==> src/rtl/uart_rx_ctrl.sv <==
// UART receive frame sequencer: start detection, per-bit edge/bit counting,
// one-cycle strobes to the sampler/deserializer/checkers and frame qualification.
module uart_rx_ctrl #(
    parameter int DATA_WIDTH = 8
) (
    input  logic       CLK,
    input  logic       RST,
    input  logic       RX_IN,
    input  logic       PAR_EN,
    input  logic [5:0] Prescale,
    input  logic       strt_glitch,
    input  logic       par_err,
    input  logic       stp_err,
    output logic [5:0] edge_count,
    output logic [3:0] bit_count,
    output logic       dat_samp_en,
    output logic       deser_en,
    output logic       strt_chk_en,
    output logic       par_chk_en,
    output logic       stp_chk_en,
    output logic       data_valid,
    output logic       parity_error,
    output logic       framing_error,
    output logic       busy
);

    localparam logic [3:0] LP_DW = 4'(DATA_WIDTH);

    typedef enum logic [2:0] {
        S_IDLE,
        S_START,
        S_DATA,
        S_PARITY,
        S_STOP
    } state_t;

    state_t     r_state;
    state_t     w_state_nxt;

    logic [5:0] r_edge_cnt;
    logic [3:0] r_bit_cnt;
    logic [5:0] r_presc;
    logic       r_par_en;
    logic       r_par_flag;
    logic       r_data_valid;
    logic       r_parity_error;
    logic       r_framing_error;

    logic [5:0] w_presc_in;
    logic       w_bit_end;
    logic       w_start_entry;
    logic       w_frame_done;
    logic       w_deser_en;
    logic       w_strt_chk_en;
    logic       w_par_chk_en;
    logic       w_stp_chk_en;

    // Ratios below 4 leave too few edges for a mid-bit sample, so clamp.
    assign w_presc_in    = (Prescale < 6'd4) ? 6'd4 : Prescale;
    assign w_bit_end     = (r_edge_cnt == (r_presc - 6'd1));
    assign w_start_entry = (r_state != S_START) && (w_state_nxt == S_START);
    assign w_frame_done  = (r_state == S_STOP) && w_bit_end;

    always_ff @(posedge CLK or negedge RST) begin
        if (!RST) begin
            r_state <= S_IDLE;
        end else begin
            r_state <= w_state_nxt;
        end
    end

    always_comb begin
        w_state_nxt   = r_state;
        w_deser_en    = 1'b0;
        w_strt_chk_en = 1'b0;
        w_par_chk_en  = 1'b0;
        w_stp_chk_en  = 1'b0;
        case (r_state)
            S_IDLE: begin
                if (!RX_IN) w_state_nxt = S_START;
            end
            S_START: begin
                if (w_bit_end) begin
                    w_strt_chk_en = 1'b1;
                    w_state_nxt   = strt_glitch ? S_IDLE : S_DATA;
                end
            end
            S_DATA: begin
                if (w_bit_end) begin
                    w_deser_en = 1'b1;
                    if (r_bit_cnt == LP_DW) w_state_nxt = r_par_en ? S_PARITY : S_STOP;
                end
            end
            S_PARITY: begin
                if (w_bit_end) begin
                    w_par_chk_en = 1'b1;
                    w_state_nxt  = S_STOP;
                end
            end
            S_STOP: begin
                if (w_bit_end) begin
                    w_stp_chk_en = 1'b1;
                    // A low line at stop end is the next start bit: go straight in.
                    w_state_nxt  = RX_IN ? S_IDLE : S_START;
                end
            end
            default: w_state_nxt = S_IDLE;
        endcase
    end

    always_ff @(posedge CLK or negedge RST) begin
        if (!RST) begin
            r_edge_cnt <= 6'd0;
            r_bit_cnt  <= 4'd0;
        end else if ((r_state == S_IDLE) || (w_state_nxt == S_IDLE)) begin
            r_edge_cnt <= 6'd0;
            r_bit_cnt  <= 4'd0;
        end else if (w_bit_end) begin
            r_edge_cnt <= 6'd0;
            r_bit_cnt  <= (r_state == S_STOP) ? 4'd0 : r_bit_cnt + 4'd1;
        end else begin
            r_edge_cnt <= r_edge_cnt + 6'd1;
        end
    end

    always_ff @(posedge CLK or negedge RST) begin
        if (!RST) begin
            r_presc  <= 6'd0;
            r_par_en <= 1'b0;
        end else if (w_start_entry) begin
            r_presc  <= w_presc_in;
            r_par_en <= PAR_EN;
        end
    end

    always_ff @(posedge CLK or negedge RST) begin
        if (!RST) begin
            r_par_flag <= 1'b0;
        end else if (w_start_entry) begin
            r_par_flag <= 1'b0;
        end else if (w_par_chk_en && par_err) begin
            r_par_flag <= 1'b1;
        end
    end

    // Stop result is taken straight from the checker in the stop bit-end cycle.
    always_ff @(posedge CLK or negedge RST) begin
        if (!RST) begin
            r_data_valid    <= 1'b0;
            r_parity_error  <= 1'b0;
            r_framing_error <= 1'b0;
        end else begin
            r_data_valid    <= w_frame_done && !r_par_flag && !stp_err;
            r_parity_error  <= w_frame_done && r_par_flag;
            r_framing_error <= w_frame_done && stp_err;
        end
    end

    assign edge_count    = r_edge_cnt;
    assign bit_count     = r_bit_cnt;
    assign dat_samp_en   = (r_state != S_IDLE);
    assign busy          = (r_state != S_IDLE);
    assign deser_en      = w_deser_en;
    assign strt_chk_en   = w_strt_chk_en;
    assign par_chk_en    = w_par_chk_en;
    assign stp_chk_en    = w_stp_chk_en;
    assign data_valid    = r_data_valid;
    assign parity_error  = r_parity_error;
    assign framing_error = r_framing_error;

endmodule

==> config.mk <==
export PLATFORM = sky130hd
export DESIGN_NAME = uart_rx_ctrl
export DESIGN_NICKNAME = d
export VERILOG_FILES = /design/src/rtl/uart_rx_ctrl.sv
export SDC_FILE = /design/constraint.sdc
export NUM_CORES = 1
export LEC_CHECK = 0
export CORE_MARGIN = 2
export CORE_UTILIZATION = 65
export CTS_BUF_LIST = sky130_fd_sc_hd__clkbuf_2 sky130_fd_sc_hd__clkbuf_4 sky130_fd_sc_hd__clkbuf_8
export CTS_CLUSTER_SIZE = 24
export DETAILED_ROUTE_END_ITERATION = 7
export DONT_BUFFER_PORTS = 1
export GPL_TIMING_DRIVEN = 0
export MAX_ROUTING_LAYER = met4
export PLACE_DENSITY = 0.83
export SYNTH_ARGS = -nofsm -noshare
export SYNTH_HDL_FRONTEND = slang
export SYNTH_SLANG_ARGS = --single-unit
==> constraint.sdc <==
create_clock -name CLK -period 3.61 [get_ports CLK]
set_input_delay 1.083 -clock CLK [delete_from_list [all_inputs] [get_ports CLK]]
set_output_delay 1.083 -clock CLK [all_outputs]
set_load 0.02 [all_outputs]
==> results.sh, run 1 <==
export IMPL_coreArea_um2=1980
export IMPL_vias=1023
export IMPL_clk_latency_ns=0.31
export IMPL_syn_nets=152
export IMPL_dr_pass1_iters=4
export IMPL_reg2reg_slack_ns=0.69
export IMPL_relSlewSlack_pct=54.9
export IMPL_tightest_slew_ns=0.676
export IMPL_drc=0
export IMPL_grt_use_met2_pct=45.8
export IMPL_clk_path_buf_depth=2
export IMPL_intPower_uw=491
export IMPL_ys_ff_latch=24
export IMPL_rsz0062_at_grt="no"
export IMPL_drive_above_1_share_pct=14.6
export IMPL_start_util_pct=69.9
export IMPL_synth_compound_area_share_pct=16.2
export IMPL_mostFrequentLayoutCell="dfrtp_1"
export IMPL_fin_skew_ns=0.0102
export IMPL_worstRegToRegCells=6
export IMPL_synth_edf_count=0
export IMPL_synth_cells=135
export IMPL_power_density_nw_per_um2=591
export IMPL_yosysWarnings=0
export IMPL_cts_made_buffers=3
export IMPL_finish_instance_area_um2=1460
export IMPL_cts_root_buffer="clkbuf_4"
export IMPL_setup_tns_ns=0
export IMPL_synth_area_per_cell_um2=10.3
export IMPL_rows=16
export IMPL_r2r_start="r_presc[1]"
export IMPL_synth_adder_area_share_pct=3.61
export IMPL_die_h_um=50.2
export IMPL_grt_ovfl_total=0
export IMPL_syn_cell_area_um2=1390
export IMPL_drv_slew=0
export IMPL_synthArstFlopShare_pct=100
export IMPL_fin_cells=164
export IMPL_htreeDepth=1
export IMPL_synth_top_family_by_area="simple AND/OR/NAND/NOR gates"
export IMPL_pwr_share_seq_pct=55.0
export IMPL_setup_viol=0
export IMPL_hp_class="primary input to async pin"
export IMPL_die_area_um2=2520
export IMPL_pwr_share_clk_pct=13.3
export IMPL_routed_wl_um=2880
export IMPL_synth_xor_area_share_pct=7.58
export IMPL_fin_util_pct=73.8
export IMPL_place_ws_ns=0.102
export IMPL_switchingPower_uw=373
export IMPL_dr_first_iter_drc_count=23
export IMPL_p_sw_share_pct=43.2
export IMPL_cts_setup_buffers=0
export IMPL_synth_cell_types=41
export IMPL_start_kind="flop"
export IMPL_dp_cells=162
export IMPL_peakVddDrop_mv=0.561
export IMPL_clkSinkCount=24
export IMPL_cts_tree="done"
export IMPL_p_leak_nw=0.645
export IMPL_fmaxAchievable_mhz=292
export IMPL_synth_mux_area_share_pct=6.23
export IMPL_timing_final_ws_setup_ns=0.189
export IMPL_whs_ns=0.445
export IMPL_hold_viol=0
export IMPL_grt_use_met3_pct=3.87
export IMPL_drv_cap=0
export IMPL_wl_per_cell_um=17.5
export IMPL_grt_max_degree=25
export IMPL_drtAntennaViolNets=0
export IMPL_fin_nets=156
export IMPL_layout_common_cells="24 x dfrtp_1, 9 x xor2_1, 9 x nand2_1, 8 x nand3_1, 8 x a211oi_1"
export IMPL_grt_first_pass_wirelength_um=4840
export IMPL_power_frac_comb_pct=31.7
export IMPL_track_usage_pct=26.4
export IMPL_total_power_uw=864
export IMPL_routabilityCongestion=0.801
export IMPL_use_met1_pct=31.5
export IMPL_grt_pass1_vias=1072
export IMPL_die_width_um=50.2
export IMPL_antenna_found_initial=0
export IMPL_status="complete, no violations"
export IMPL_top_level_ports=32
export IMPL_synth_seq_area_share_pct=43.3
export IMPL_clk_pin_slew_ns=0.13
export IMPL_crit_type="flop to output pin"
export IMPL_busiest_layer="met2"
export IMPL_final_min_clock_period_ns=3.42
export IMPL_area_growth_synth_to_final_pct=5.51
export IMPL_placed_area_um2=1420
export IMPL_numPortBuffers=0
export IMPL_dp_hpwl_um=2180
export IMPL_avgViaCountPerCell=6.24
export IMPL_antenna_cells=0
export IMPL_crit_arrival_ns=2.34
export IMPL_crit_required_ns=2.53
export IMPL_end_kind="output pin"
export IMPL_rr_endpoint="r_presc[2]"
export IMPL_synthSimpleGateAreaFrac_pct=19.3
export IMPL_fin_crit_sh_pct=94.8
export IMPL_critPathMaxFanout=7
export IMPL_yosys_most_used_dff="dfrtp_1"
[area by class of cell]
cell class / instances / area [um2]
well taps: 27 / 33.8
multi-input cells: 98 / 757
plain buffers: 5 / 22.5
inverters: 7 / 26.3
fillers: 138 / 519
clock buffers: 3 / 22.5
flip-flops and latches: 24 / 601
[registers in the layout (all words and copies together), names as in the netlist]
signal,flops
r_par_en,1
framing_error,1
r_presc,6
parity_error,1
r_state,3
edge_count,6
data_valid,1
bit_count,4
r_par_flag,1
[how the worst max path moves through the flow]
stage	slack [ns]	startpoint	end	depth (start not counted)
3_5_place_dp	0.10	r_presc[1]	deser_en	6
5_1_grt	0.04	r_presc[0]	par_chk_en	5
4_1_cts	0.01	r_presc[1]	strt_chk_en	5
6_report	0.19	r_presc[1]	par_chk_en	5
3_3_place_gp	0.23	r_presc[0]	deser_en	6
2_1_floorplan	0.39	r_presc[0]	deser_en	6
[critical path: stages (launching register included)]
cell      delay [ns]
dfrtp_1         0.43
or4_1           0.56
o21ai_0         0.20
and4bb_4        0.34
nand3_1         0.15
nor2_1          0.35
[cell families after synthesis]
kind of cell               after synthesis
DFF                                     24
adders and majority gates                4
and+or+nand+nor                         48
xor gates and xnor gates                12
AOI/OAI and AO/OA                       26
muxes                                    8
buffers and inverters                   13
[power groups by stage]
stage          clock [mW]  combinational (mW)  sequential [mW]
2_1_floorplan           0               0.224            0.456
3_3_place_gp            0               0.248            0.476
3_5_place_dp            0               0.268            0.480
4_1_cts             0.115               0.275            0.475
5_1_grt             0.132               0.307            0.485
6_report            0.115               0.274            0.476
[Yosys cell counts (4+ instances only)]
cell	n	area [um2]
a211oi_1	8	60.1
a21oi_1	4	20.0
clkbuf_1	5	18.8
dfrtp_1	24	601
ha_1	4	50.1
inv_1	7	26.3
mux2_2	5	56.3
nand2_1	9	33.8
nand3_1	8	40.0
nor2_1	7	26.3
nor3_1	5	25.0
xor2_1	9	78.8
[repair_timing]
action / in CTS / in global routing
resized for setup: 5 / 1
pin swaps: 1 / 1
setup endpoints to repair: 2 / 3
hold buffers: 0 / 0
[layer usage]
layer | vias to the layer above | part of all wire, %
met2 | 31 | 53
met4 | 0 | 0.80
met3 | 2 | 4.2
li1 | 486 | -
met5 | - | 0
met1 | 504 | 42
Note: power is estimated with default switching activity, not from simulation.
==> inputs of run 2 (changes only) <==
SETUP_SLACK_MARGIN = 0.2   (was unset)
==> run 2 against run 1 <==
Core utilization increased by 3.4 points. Sequential share of layout area down 1.6 points. Worst hold slack improved by 0.0088 ns. Largest cell class unchanged. Clock skew fell by 0.0067 ns.
==> results.sh, run 2 (synthesis results as in run 1) <==
export IMPL_crit_start="r_presc[1]"
export IMPL_pwr_share_clk_pct=12.7
export IMPL_place_ws_ns=0.102
export IMPL_critPathMaxFanout=9
export IMPL_whs_ns=0.454
export IMPL_crit_type="flop to output pin"
export IMPL_fin_skew_ns=0.00350
export IMPL_worstPathCellList="or4_4 -> o21ai_2 -> and4bb_4 -> nand2_4 -> buf_8 -> nor3_4"
export IMPL_r2r_start="r_presc[1]"
export IMPL_cts_root_buffer="clkbuf_4"
export IMPL_clk_path_buf_depth=2
export IMPL_end_kind="output pin"
export IMPL_relSlewSlack_pct=55.1
export IMPL_placed_area_um2=1420
export IMPL_start_util_pct=69.9
export IMPL_final_min_clock_period_ns=3.32
export IMPL_top_level_ports=32
export IMPL_power_frac_comb_pct=33.6
export IMPL_antenna_cells=0
export IMPL_intPower_uw=509
export IMPL_status="complete, no violations"
export IMPL_power_density_nw_per_um2=580
export IMPL_rr_endpoint="r_presc[2]"
export IMPL_dr_first_iter_drc_count=32
export IMPL_peakVddDrop_mv=0.558
export IMPL_clkSinkCount=24
export IMPL_grt_ovfl_total=0
export IMPL_antenna_found_initial=0
export IMPL_die_width_um=50.2
export IMPL_drtAntennaViolNets=0
export IMPL_timing_final_ws_setup_ns=0.287
export IMPL_drc=0
export IMPL_worst_path_stages=6
export IMPL_fin_nets=161
export IMPL_drive_above_1_share_pct=21.1
export IMPL_setup_viol=0
export IMPL_worst_path_buf_inv=1
export IMPL_numPortBuffers=0
export IMPL_cts_made_buffers=3
export IMPL_crit_required_ns=2.53
export IMPL_dr_pass1_iters=4
export IMPL_grt_first_pass_wirelength_um=5000
export IMPL_vias=1058
export IMPL_track_usage_pct=27.2
export IMPL_fin_crit_sh_pct=92.0
export IMPL_avgViaCountPerCell=6.26
export IMPL_area_growth_synth_to_final_pct=10.4
export IMPL_start_kind="flop"
export IMPL_htreeDepth=1
export IMPL_layout_common_cells="22 x dfrtp_1, 9 x xor2_1, 9 x nand2_1, 8 x nand3_1, 8 x a211oi_1"
export IMPL_clk_latency_ns=0.30
export IMPL_switchingPower_uw=378
export IMPL_nFillCells=126
export IMPL_rows=16
export IMPL_pwr_share_seq_pct=53.7
export IMPL_fmaxAchievable_mhz=301
export IMPL_dp_hpwl_um=2180
export IMPL_wl_per_cell_um=17.7
export IMPL_p_leak_nw=0.670
export IMPL_mostFrequentLayoutCell="dfrtp_1"
export IMPL_reg2reg_slack_ns=0.89
export IMPL_grt_pass1_vias=1096
export IMPL_die_h_um=50.2
export IMPL_rsz0062_at_grt="yes"
export IMPL_cts_tree="done"
export IMPL_tightest_slew_ns=0.674
export IMPL_critPathTopFamily="simple AND/OR/NAND/NOR gates"
export IMPL_p_sw_share_pct=42.6
export IMPL_drv_slew=0
export IMPL_setup_tns_ns=0
export IMPL_grt_max_degree=25
export IMPL_finish_instance_area_um2=1530
export IMPL_cpPeakStageDelay_ns=0.56
export IMPL_hp_class="primary input to async pin"
export IMPL_crit_arrival_ns=2.24
export IMPL_slowest_stage="or4_4"
export IMPL_clk_pin_slew_ns=0.12
export IMPL_drv_cap=0
export IMPL_hold_viol=0
export IMPL_endpoint="deser_en"
export IMPL_routed_wl_um=2980
export IMPL_routabilityCongestion=0.801
export IMPL_worstRegToRegCells=6
export IMPL_die_area_um2=2520
export IMPL_coreArea_um2=1980
==> run 2: worst min-delay path by stage <==
stage	from	to	slack, ns	cells past startpoint
after floorplan	r_par_flag	data_valid	0.42	1
after global placement	r_par_flag	data_valid	0.44	1
after detailed placement	r_par_flag	data_valid	0.46	1
after CTS	RST	r_state[1]	0.45	0
after global routing	RST	r_presc[5]	0.41	0
final	RST	edge_count[2]	0.45	0
==> run 2: final cells by class <==
class / instances / area [um2] / share of cell area (%)
multi-input combinational: 98 / 777 / 50.8
buffer: 6 / 37.5 / 2.45
tap: 27 / 33.8 / 2.21
inverter: 7 / 26.3 / 1.72
clock buffer: 3 / 22.5 / 1.47
sequential: 24 / 603 / 39.4
timing repair buffer: 4 / 30.0 / 1.96
==> run 2: per-stage QoR <==
step	total power, mW	cells	utilization (%)
finish	0.888	169	77.2
global route	0.951	169	77.2
CTS	0.872	166	74.6
detailed placement	0.749	162	71.7
global placement	0.724	162	71.7
floorplan	0.679	135	-
==> run 2: repair_timing <==
item	in CTS	in global routing
pin swaps	2	2
endpoints found under the setup margin	3	4
hold buffers	0	0
gates resized for setup	8	8
buffers inserted	1	3
==> run 2: power groups by stage <==
stage	registers, mW	clock network, mW	logic [mW]
after floorplan	0.456	0	0.224
after global placement	0.476	0	0.248
after detailed placement	0.480	0	0.268
after CTS	0.475	0.115	0.283
after global routing	0.486	0.132	0.333
final	0.477	0.113	0.298
==> run 2: metal layers <==
metal | track usage (%) | wire length, um | vias to the layer above
li1 | - | - | 495
met1 | 32.7 | 1200 | 524
met2 | 46.7 | 1610 | 35
met3 | 4.17 | 138 | 4
met4 | 8.80 | 41 | 0
met5 | - | 0 | -
==> inputs of run 3 (changes only) <==
REMOVE_ABC_BUFFERS = 1   (was unset)
SETUP_SLACK_MARGIN = 0.3   (was 0.2)
==> run 3 against run 2 <==
Die area stayed put. Routed wire length is 0.84% lower. Via count is 1.3% lower. Largest cell class unchanged.
==> results.sh, run 3 (synthesis results as in run 1) <==
export IMPL_status="complete, no violations"
export IMPL_drtAntennaViolNets=0
export IMPL_die_width_um=50.2
export IMPL_htreeDepth=1
export IMPL_peakVddDrop_mv=0.520
export IMPL_rsz0062_at_grt="no"
export IMPL_setup_viol=0
export IMPL_drc=0
export IMPL_drv_slew=0
export IMPL_fin_crit_sh_pct=89.4
export IMPL_worstRegToRegCells=6
export IMPL_nFillCells=135
export IMPL_fin_skew_ns=0.0131
export IMPL_antenna_cells=0
export IMPL_drive_above_1_share_pct=21.9
export IMPL_critPathMaxFanout=4
export IMPL_worstPathCellList="or4_4 -> o21ai_2 -> and4bb_4 -> nand3_4 -> nor3_4"
export IMPL_slowest_stage="or4_4"
export IMPL_power_density_nw_per_um2=590
export IMPL_wl_per_cell_um=18.0
export IMPL_area_growth_synth_to_final_pct=9.48
export IMPL_start_util_pct=69.9
export IMPL_dp_hpwl_um=2020
export IMPL_cts_tree="done"
export IMPL_placed_area_um2=1390
export IMPL_grt_max_degree=25
export IMPL_cts_root_buffer="clkbuf_4"
export IMPL_rr_endpoint="r_presc[3]"
export IMPL_hold_viol=0
export IMPL_numPortBuffers=0
export IMPL_clk_path_buf_depth=2
export IMPL_layout_common_cells="22 x dfrtp_1, 9 x xor2_1, 9 x nand2_1, 8 x a211oi_1"
export IMPL_die_h_um=50.2
export IMPL_setup_tns_ns=0
export IMPL_cpPeakStageDelay_ns=0.56
export IMPL_top_level_ports=32
export IMPL_grt_pass1_vias=1028
export IMPL_rows=16
export IMPL_crit_type="flop to output pin"
export IMPL_grt_ovfl_total=0
export IMPL_relSlewSlack_pct=51.7
export IMPL_multi_input_area_um2=795
export IMPL_end_kind="output pin"
export IMPL_finish_instance_area_um2=1520
export IMPL_grt_first_pass_wirelength_um=4870
export IMPL_die_area_um2=2520
export IMPL_drv_cap=0
export IMPL_coreArea_um2=1980
export IMPL_hp_class="primary input to async pin"
export IMPL_routed_wl_um=2960
export IMPL_routabilityCongestion=0.778
export IMPL_antenna_found_initial=0
export IMPL_clkSinkCount=24
export IMPL_cts_hold_buf=0
export IMPL_avgViaCountPerCell=6.37
export IMPL_final_min_clock_period_ns=3.23
export IMPL_crit_start="r_presc[1]"
export IMPL_start_kind="flop"
export IMPL_p_leak_nw=0.650
export IMPL_tightest_slew_ns=0.722
export IMPL_clk_pin_slew_ns=0.13
export IMPL_cts_made_buffers=3
export IMPL_vias=1044
export IMPL_clk_latency_ns=0.31
export IMPL_fmaxAchievable_mhz=310
export IMPL_endpoint="strt_chk_en"
export IMPL_seq_area_um2=603
export IMPL_mostFrequentLayoutCell="dfrtp_1"
export IMPL_track_usage_pct=25.6
export IMPL_reg2reg_slack_ns=0.81
export IMPL_dr_first_iter_drc_count=31
export IMPL_fin_nets=156
export IMPL_dr_pass1_iters=4
export IMPL_crit_arrival_ns=2.14
export IMPL_r2r_start="r_presc[1]"
export IMPL_crit_required_ns=2.53
[run 3: worst min-delay path by stage]
stage | endpoint | slack [ns] | depth (start not counted)
after detailed placement | data_valid | 0.45 | 1
after CTS | bit_count[1] | 0.45 | 0
after floorplan | data_valid | 0.42 | 1
after global placement | data_valid | 0.44 | 1
after global routing | bit_count[1] | 0.43 | 0
final | bit_count[1] | 0.45 | 0
[run 3: power breakdown]
part	total [mW]	switching (mW)	internal, mW
Sequential	0.478	0.152	0.326
Clock	0.113	0.0742	0.0389
Combinational	0.305	0.161	0.143
[run 3: routing by layer]
metal	global-route usage, %	vias up	share of wire, %
met5	-	-	0
met4	4.63	0	1.1
met3	4.17	6	4.1
met2	43.6	25	53
met1	32.5	526	42
li1	-	487	-
[run 3: layout make-up]
| cell class | count | share of cell area, % |
|---|---|---|
| Timing Repair Buffer | 5 | 2.47 |
| Multi-Input combinational cell | 98 | 52.3 |
| Tap cell | 27 | 2.23 |
| Inverter | 7 | 1.73 |
| Clock buffer | 3 | 1.48 |
| Sequential cell | 24 | 39.7 |
[run 3: per-stage QoR]
step | std cells | worst slack [ns] | util (%) | hold slack [ns] | power, mW
floorplan | 129 | 0.559 | - | 0.424 | 0.678
global placement | 156 | 0.432 | 70.3 | 0.439 | 0.726
detailed placement | 156 | 0.316 | 70.3 | 0.447 | 0.743
CTS | 162 | 0.310 | 74.4 | 0.449 | 0.874
global route | 164 | 0.321 | 76.6 | 0.432 | 0.952
finish | 164 | 0.384 | 76.6 | 0.445 | 0.895
[run 3: worst max-delay path: cells and delay by family, from the launching register on]
kind	cells	cell delay, ns
AND/OR/NAND/NOR	4	1.25
AO/OA/AOI/OAI	1	0.14
flip-flops	1	0.43
[run 3: timing repair]
action                     in CTS  in global routing
setup buffers                   3                  2
setup endpoints to repair       4                  4
gates resized for setup         9                  6
pin swaps                       1                  2
